==> src/rtl/serial_sub_pkg.sv <==
// Shared types and sizing helpers for the nibble-serial subtractor.
package serial_sub_pkg;

  localparam int NIBBLE_W = 4;

  typedef enum logic [1:0] {
    IDLE,
    RUN,
    DONE
  } state_t;

  // Width of the nibble counter; a single-nibble datapath still needs one bit.
  function automatic int cnt_width(input int data_width);
    int w;
    w = $clog2(data_width / NIBBLE_W);
    return (w < 1) ? 1 : w;
  endfunction

endpackage

==> src/rtl/serial_sub_borrow_look_ahead_4bit.sv <==
// Combinational 4-bit look-ahead adder slice; the parent inverts b so it
// acts as a borrow-look-ahead subtractor stage.
module borrow_look_ahead_4bit (
  input  logic [3:0] a,
  input  logic [3:0] b,
  input  logic       cin,
  output logic [3:0] result,
  output logic       cout
);

  logic [3:0] g;
  logic [3:0] p;
  logic [3:0] c;

  assign g = a & b;
  assign p = a ^ b;

  assign c[0] = cin;
  assign c[1] = g[0] | (p[0] & cin);
  assign c[2] = g[1] | (p[1] & g[0]) | (p[1] & p[0] & cin);
  assign c[3] = g[2] | (p[2] & g[1]) | (p[2] & p[1] & g[0]) | (p[2] & p[1] & p[0] & cin);
  assign cout = g[3] | (p[3] & g[2]) | (p[3] & p[2] & g[1]) | (p[3] & p[2] & p[1] & g[0])
              | (p[3] & p[2] & p[1] & p[0] & cin);

  assign result = p ^ c;

endmodule

==> src/rtl/serial_sub.sv <==
// Nibble-serial signed subtractor: result = A - B over DATA_WIDTH/4 cycles,
// with valid/ready handshakes on operand and result sides.
module serial_sub
  import serial_sub_pkg::*;
#(
  parameter int DATA_WIDTH = 16
) (
  input  logic                  clk,
  input  logic                  rst_n,
  input  logic                  in_valid,
  output logic                  in_ready,
  input  logic [DATA_WIDTH-1:0] A,
  input  logic [DATA_WIDTH-1:0] B,
  output logic                  out_valid,
  input  logic                  out_ready,
  output logic [DATA_WIDTH-1:0] result,
  output logic                  overflow,
  output logic                  borrow
);

  localparam int N  = DATA_WIDTH / NIBBLE_W;
  localparam int CW = cnt_width(DATA_WIDTH);

  generate
    if ((DATA_WIDTH % NIBBLE_W) != 0 || DATA_WIDTH < NIBBLE_W) begin : g_bad_width
      $error("serial_sub: DATA_WIDTH must be a multiple of 4 and at least 4");
    end
  endgenerate

  state_t                state_q, state_d;
  logic [CW-1:0]         count_q;
  logic                  carry_q;
  logic [DATA_WIDTH-1:0] a_q, b_q, res_q, res_shift;
  logic                  overflow_q, borrow_q;
  logic [NIBBLE_W-1:0]   nib_sum;
  logic                  nib_cout;
  logic                  last_nib;

  assign last_nib = (count_q == CW'(N - 1));

  borrow_look_ahead_4bit u_slice (
    .a      (a_q[NIBBLE_W-1:0]),
    .b      (~b_q[NIBBLE_W-1:0]),
    .cin    (carry_q),
    .result (nib_sum),
    .cout   (nib_cout)
  );

  // Each new nibble enters at the top, so after N steps nibble 0 sits at the bottom.
  generate
    if (N == 1) begin : g_single
      assign res_shift = nib_sum;
    end else begin : g_multi
      assign res_shift = {nib_sum, res_q[DATA_WIDTH-1:NIBBLE_W]};
    end
  endgenerate

  // NOTE: state registers use non-blocking assignments so every flop samples
  // pre-edge values regardless of process ordering.
  always_ff @(posedge clk or negedge rst_n) begin
    if (!rst_n) state_q <= IDLE;
    else        state_q <= state_d;
  end

  // NOTE: every output of this block gets a default first, so no path can
  // leave a value unassigned and infer a latch.
  always_comb begin
    state_d   = state_q;
    in_ready  = 1'b0;
    out_valid = 1'b0;
    unique case (state_q)
      IDLE: begin
        in_ready = 1'b1;
        if (in_valid) state_d = RUN;
      end
      RUN: begin
        if (last_nib) state_d = DONE;
      end
      DONE: begin
        out_valid = 1'b1;
        if (out_ready) state_d = IDLE;
      end
      default: state_d = IDLE;
    endcase
  end

  always_ff @(posedge clk or negedge rst_n) begin
    if (!rst_n) begin
      count_q    <= '0;
      carry_q    <= 1'b1;
      a_q        <= '0;
      b_q        <= '0;
      res_q      <= '0;
      overflow_q <= 1'b0;
      borrow_q   <= 1'b0;
    end else begin
      unique case (state_q)
        IDLE: begin
          if (in_valid) begin
            a_q     <= A;
            b_q     <= B;
            carry_q <= 1'b1;
            count_q <= '0;
          end
        end
        RUN: begin
          res_q   <= res_shift;
          carry_q <= nib_cout;
          a_q     <= a_q >> NIBBLE_W;
          b_q     <= b_q >> NIBBLE_W;
          count_q <= count_q + CW'(1);
          // On the last nibble the slice bit 3 lines up with the operand MSBs.
          if (last_nib) begin
            borrow_q   <= ~nib_cout;
            overflow_q <= (a_q[NIBBLE_W-1] & ~b_q[NIBBLE_W-1] & ~nib_sum[NIBBLE_W-1])
                        | (~a_q[NIBBLE_W-1] & b_q[NIBBLE_W-1] & nib_sum[NIBBLE_W-1]);
          end
        end
        default: ;
      endcase
    end
  end

  assign result   = res_q;
  assign overflow = overflow_q;
  assign borrow   = borrow_q;

endmodule

==> config.mk <==
export PLATFORM = sky130hd
export DESIGN_NAME = serial_sub
export DESIGN_NICKNAME = d
export VERILOG_FILES = /design/src/rtl/serial_sub_pkg.sv /design/src/rtl/serial_sub_borrow_look_ahead_4bit.sv /design/src/rtl/serial_sub.sv
export SDC_FILE = /design/constraint.sdc
export NUM_CORES = 1
export LEC_CHECK = 0
export ABC_AREA = 1
export BUFFER_PORTS_ARGS = -buffer_cell sky130_fd_sc_hd__buf_2
export CAP_MARGIN = 0
export CORE_MARGIN = 10
export CORE_UTILIZATION = 48
export DETAILED_ROUTE_END_ITERATION = 10
export PLACE_DENSITY = 0.75
export SYNTH_ARGS = -nofsm -noshare
export SYNTH_HDL_FRONTEND = slang
export SYNTH_SLANG_ARGS = --single-unit
==> constraint.sdc <==
create_clock -name clk -period 1.4 [get_ports clk]
set_input_delay 0.07 -clock clk [delete_from_list [all_inputs] [get_ports clk]]
set_output_delay 0.07 -clock clk [all_outputs]
set_load 0.05 [all_outputs]
# == Word-level counts from Yosys, hierarchy flattened ==
# Cells that the tools add are included.
# word_totals
out_inout_bits,20
wordCells,73
regBits,55
# op_classes
mux,14
n_addsub,1
eq_ne,6
bitwise,39
n_reduce_logical,5
# op_table
op,count
16-bit one-hot mux with 2 select lines,2
16-bit 2-to-1 mux,2
1-bit bitwise AND,20
1-bit bitwise OR,11
2-bit 2-to-1 mux,4
4-bit XOR,2
"2-bit != test, second input constant",3
2-bit one-hot mux with 3 select lines,1
4-bit bitwise AND,1
"2-bit equality test, second input constant",2
1-bit NOT,4
4-bit NOT,1
2-bit one-hot mux with 2 select lines,1
2-bit AND reduction,2
1-bit 2-to-1 mux,3
3-bit AND reduction,1
"2-bit by 1-bit adder with 2-bit output, second input constant",1
"2-bit by 1-bit equality test with 1-bit output, second input constant",1
2-bit logical NOT,1
1-bit one-hot mux with 2 select lines,1
2-bit nonzero test,1

# == Longest topological paths before layout ==
# depth
ltp_word,10
depth_mapped,10

# == Modules after synthesis ==
# From an unflattened synthesis, not the netlist that was laid out.
# hier_totals
hier_cells,365
hier_area_um2,2847.7
# modules_own_cells
mod,area_each_um2,n_inst,cells_per_inst,seq_area_each_um2
serial_sub,2658.8,1,334,1377.6
borrow_look_ahead_4bit,188.9,1,31,0.0

# == Least setup slack after synthesis ==
# OpenSTA, ideal clock, no wires.
# synth_path
path_kind,reg-to-reg
start,register a_q[2]
end,"register overflow_q, in the netlist overflow"
stages_incl_launch_ff,9
t_arrival_ns,1.365
path_slack_ns,-0.082
synth_period_minus_slack_ns,1.482
path_buffers,0
cell_sequence,dfrtp_1 > ha_1 > or2_2 > nand2_1 > nand2_1 > nand2_1 > nand3_1 > nand3_1 > nand2_1
# synth_between
elab_chain_len,9
# synth_rtl
item,line_no,rtl
"start, declared",serial_sub.sv:33,"logic [DATA_WIDTH-1:0] a_q, b_q, res_q, res_shift;"
"start signal, assigned",serial_sub.sv:109,a_q <= a_q >> NIBBLE_W;
4-bit XOR,serial_sub_borrow_look_ahead_4bit.sv:16,assign p = a ^ b;
1-bit bitwise AND,serial_sub_borrow_look_ahead_4bit.sv:21,assign c[3] = g[2] | (p[2] & g[1]) | (p[2] & p[1] & g[0]) | (p[2] & p[1] & p[0] & cin);
1-bit bitwise OR or 1-bit bitwise AND (tied branches) (2 in a row),serial_sub_borrow_look_ahead_4bit.sv:21,
1-bit bitwise OR (*),serial_sub_borrow_look_ahead_4bit.sv:21,
4-bit XOR (*),serial_sub_borrow_look_ahead_4bit.sv:25,assign result = p ^ c;
1-bit NOT,serial_sub.sv:115,overflow_q <= (a_q[NIBBLE_W-1] & ~b_q[NIBBLE_W-1] & ~nib_sum[NIBBLE_W-1])
1-bit bitwise AND,serial_sub.sv:115,
1-bit bitwise OR (*),serial_sub.sv:116,| (~a_q[NIBBLE_W-1] & b_q[NIBBLE_W-1] & nib_sum[NIBBLE_W-1]);
"end signal, assigned",serial_sub.sv:115,
"end, declared",serial_sub.sv:34,"logic overflow_q, borrow_q;"
# Every way passes the cells marked *; elsewhere a longest branch is shown, timed or not.
# A chain may end at the register's enable or synchronous reset.

# == Worst setup path after layout ==
# Ends and elaborated chain as after synthesis.

==> results.ini <==
[sta]
finalCritPeriodShare_pct = 100.9
slew_headroom_pct = 69.46
tightest_slew_ns = 0.4581
fin_ws_ns = -0.01190
whs_ns = 0.01033
skew_ns = 0.009068
rsz0062_at_grt = yes
setup_viol = 1
hold_viol = 0
fmax_mhz = 708.3
fin_crit_ns = 1.412
slew_viol_final = 0

[synthesis]
synth_largest_area_cell = dfrtp_1
syn_nets = 307
syn_area_mm2 = 0.002447
synth_cell_types = 28
ys_ff_latch = 55
synth_area_leaders = dfrtp_1 55%, nand2_1 8.4%, o21ai_1 6.1%, o21ai_0 4.7%, nor2_1 4.6%
synth_top_area_share_pct = 55.21
yosysWarnings = 0
ys_seq_area_share_pct = 56.29
syn_inst = 264
avgSynthCellArea_um2 = 9.270

[hold_path]
hold_depth = 3
worstHoldPathType = in -> reg
hp-start = B[9]
min_to = b_q[9]

[final_layout]
drive_above_1_share_pct = 30.23
nNetsFinal = 386
antenna_cells = 0
fillerInstances = 418
syn_to_final_growth_pct = 30.73
regArea_mm2 = 0.001379
multi_input_area_mm2 = 0.001012
final_cells = 411

[run]
cap_violations = 0

[worst_setup_path]
crit_path_start_kind = flip-flop
path_max_fanout = 3
worstSetupEndpointType = flip-flop
reg2reg_from = a_q[2]
reg2reg_depth = 8
arrival_ns = 1.63
cp-startpoint = a_q[2]
cp.required_ns = 1.61
critPathKind = reg -> reg
r2r_end = overflow
r2r_slack_ns = -0.01

[global_route]
grt_first_pass_wirelength_um = 9673
grt_max_degree = 37
antenna_found_initial = 0
grt-ovfl-total = 0
grt_util_all_layers_pct = 13.88
grt_pass1_vias = 2107

[route]
viasPerCell = 5.046
first_iter_violations = 120
via_count = 2074
routed_wirelength_um = 5716
drc = 0
drtAntennaViolNets = 0
wl_per_cell_um = 13.91
first_pass_iters = 4

[power_and_ir_drop]
p_leak_nw = 1.583
powerDensity_mw_per_mm2 = 2759
ir_drop_mv = 1.568

[floorplan]
chipHeight_um = 91.41
initial_utilization_pct = 50.81
fp.dieArea_mm2 = 0.008355
ios = 56
fp-row-count = 25
core_area_mm2 = 0.004817
fp.dieW_um = 91.41

[clock_tree]
clock-root-buffer = clkbuf_8
ctsHtreeMaxLevel = 2
insertion_delay_ns = 0.31
clock_sinks = 55
cts_max_path_buffers = 2
numCtsBuffers = 5
cts_tree = done
clk_transition_reported_paths_ns = 0.10

[placement]
place.gp.congestion = 0.8010
dp_cells = 386
hpwlAfterDp_um = 4165
port_buffers = 55

[status]
outcome = finished, violations left
violations = setup timing

[sequential cells by signal, indices dropped and copies added (netlist names)]
signal and cells:
overflow 1, carry_q 1, result 16, b_q 16, a_q 16, state_q 2, count_q 2, borrow 1
[cells in the final DEF, fill, tap and decap left out, types with 4 or more instances in the layout]
cell           instances
buf_2                 54
buf_4                 14
o21ai_1               30
nand3_1                4
o22ai_1                6
clkbuf_8               5
o21ai_0               23
dfrtp_1               53
a22o_1                 9
dlygate4sd3_1         11
nor2_1                29
nand2_1               50
inv_1                 13
[metrics by stage]
| stage | total power, mW | setup TNS, ns | cell area [um^2] | utilization (%) | worst slack [ns] |
|---|---|---|---|---|---|
| detailed placement | 7.544 | -0.06375 | 2884 | 59.87 | -0.06375 |
| global route | 9.605 | -0.1894 | 3199 | 66.42 | -0.09738 |
| finish | 8.827 | -0.01190 | 3199 | 66.42 | -0.01190 |
| global placement | 7.385 | 0 | 2884 | 59.87 | 0.007525 |
| CTS | 8.645 | -0.01238 | 3129 | 64.96 | -0.01238 |
| floorplan | 6.259 | 0 | 2465 | - | 0.03799 |
[logic make-up after synthesis]
logic type,after synthesis,share of synthesized area [%]
compound gates,73,16.82
xor+xnor,2,0.7159
fa+ha+maj,7,3.885
buf+inv,30,5.725
flops,55,56.29
simple gates,97,16.56
[critical path, stage by stage (launching register included)]
cell and delay [ns]:
dfrtp_1 0.42, ha_4 0.25, or2_4 0.23, nand2_4 0.08
nand2_4 0.05, nand2_2 0.08, nand3_2 0.08, nand3_2 0.08
nand2_1 0.05
[how the worst max path moves through the flow]
stage / endpoint / slack [ns]
floorplan: overflow / 0.04
global placement: overflow / 0.008
detailed placement: overflow / -0.06
CTS: overflow / -0.01
global route: overflow / -0.1
finish: overflow / -0.01
[Yosys cell counts]
cell,number
buf_2,3
o31ai_1,1
o22ai_1,6
o21ai_1,30
buf_4,3
nand3b_1,1
xnor2_1,2
nand3_1,7
dfstp_2,1
nand4_1,1
inv_4,2
or2_2,1
nor2_1,30
nand2_1,55
a22o_1,9
nand2_4,1
inv_2,1
clkbuf_1,3
nor2_8,1
o21ai_0,23
dfrtp_1,54
buf_1,2
a31oi_1,2
ha_1,6
fa_1,1
inv_1,15
a21oi_1,2
buf_6,1
[layer usage]
metal | wire [um] | track usage, % | up-vias
met5 | 0 | 0 | -
met4 | 94 | 4.961 | 0
met3 | 375 | 5.185 | 10
met2 | 2821 | 23.40 | 50
met1 | 2425 | 15.69 | 973
li1 | - | - | 1041
[cell type report]
| class | count | area share (%) |
|---|---|---|
| well taps | 67 | 2.620 |
| flip-flops and latches | 55 | 43.10 |
| clock inverters | 3 | 0.5866 |
| inverters | 18 | 2.268 |
| multi-input cells | 179 | 31.64 |
| repair buffers | 84 | 17.64 |
| clock buffers | 5 | 2.151 |
[report_power, final]
group | total (mW) | leakage [nW] | switching, mW | internal (mW)
registers | 2.81 | 0.681 | 0.446 | 2.36
logic | 5.15 | 0.854 | 3.22 | 1.93
clock network | 0.868 | 0.0483 | 0.515 | 0.353
total | 8.83 | 1.58 | 4.18 | 4.65
[what timing repair did]
item / 4_1_cts / 5_1_grt
buffers inserted: 2 / 4
endpoints found under the setup margin: 9 / 6
endpoints found under the hold margin: 28 / 0
resized for setup: 7 / 10
hold buffers: 11 / 0
pin swaps: 4 / 9
Power figures use the tool's default switching activity.
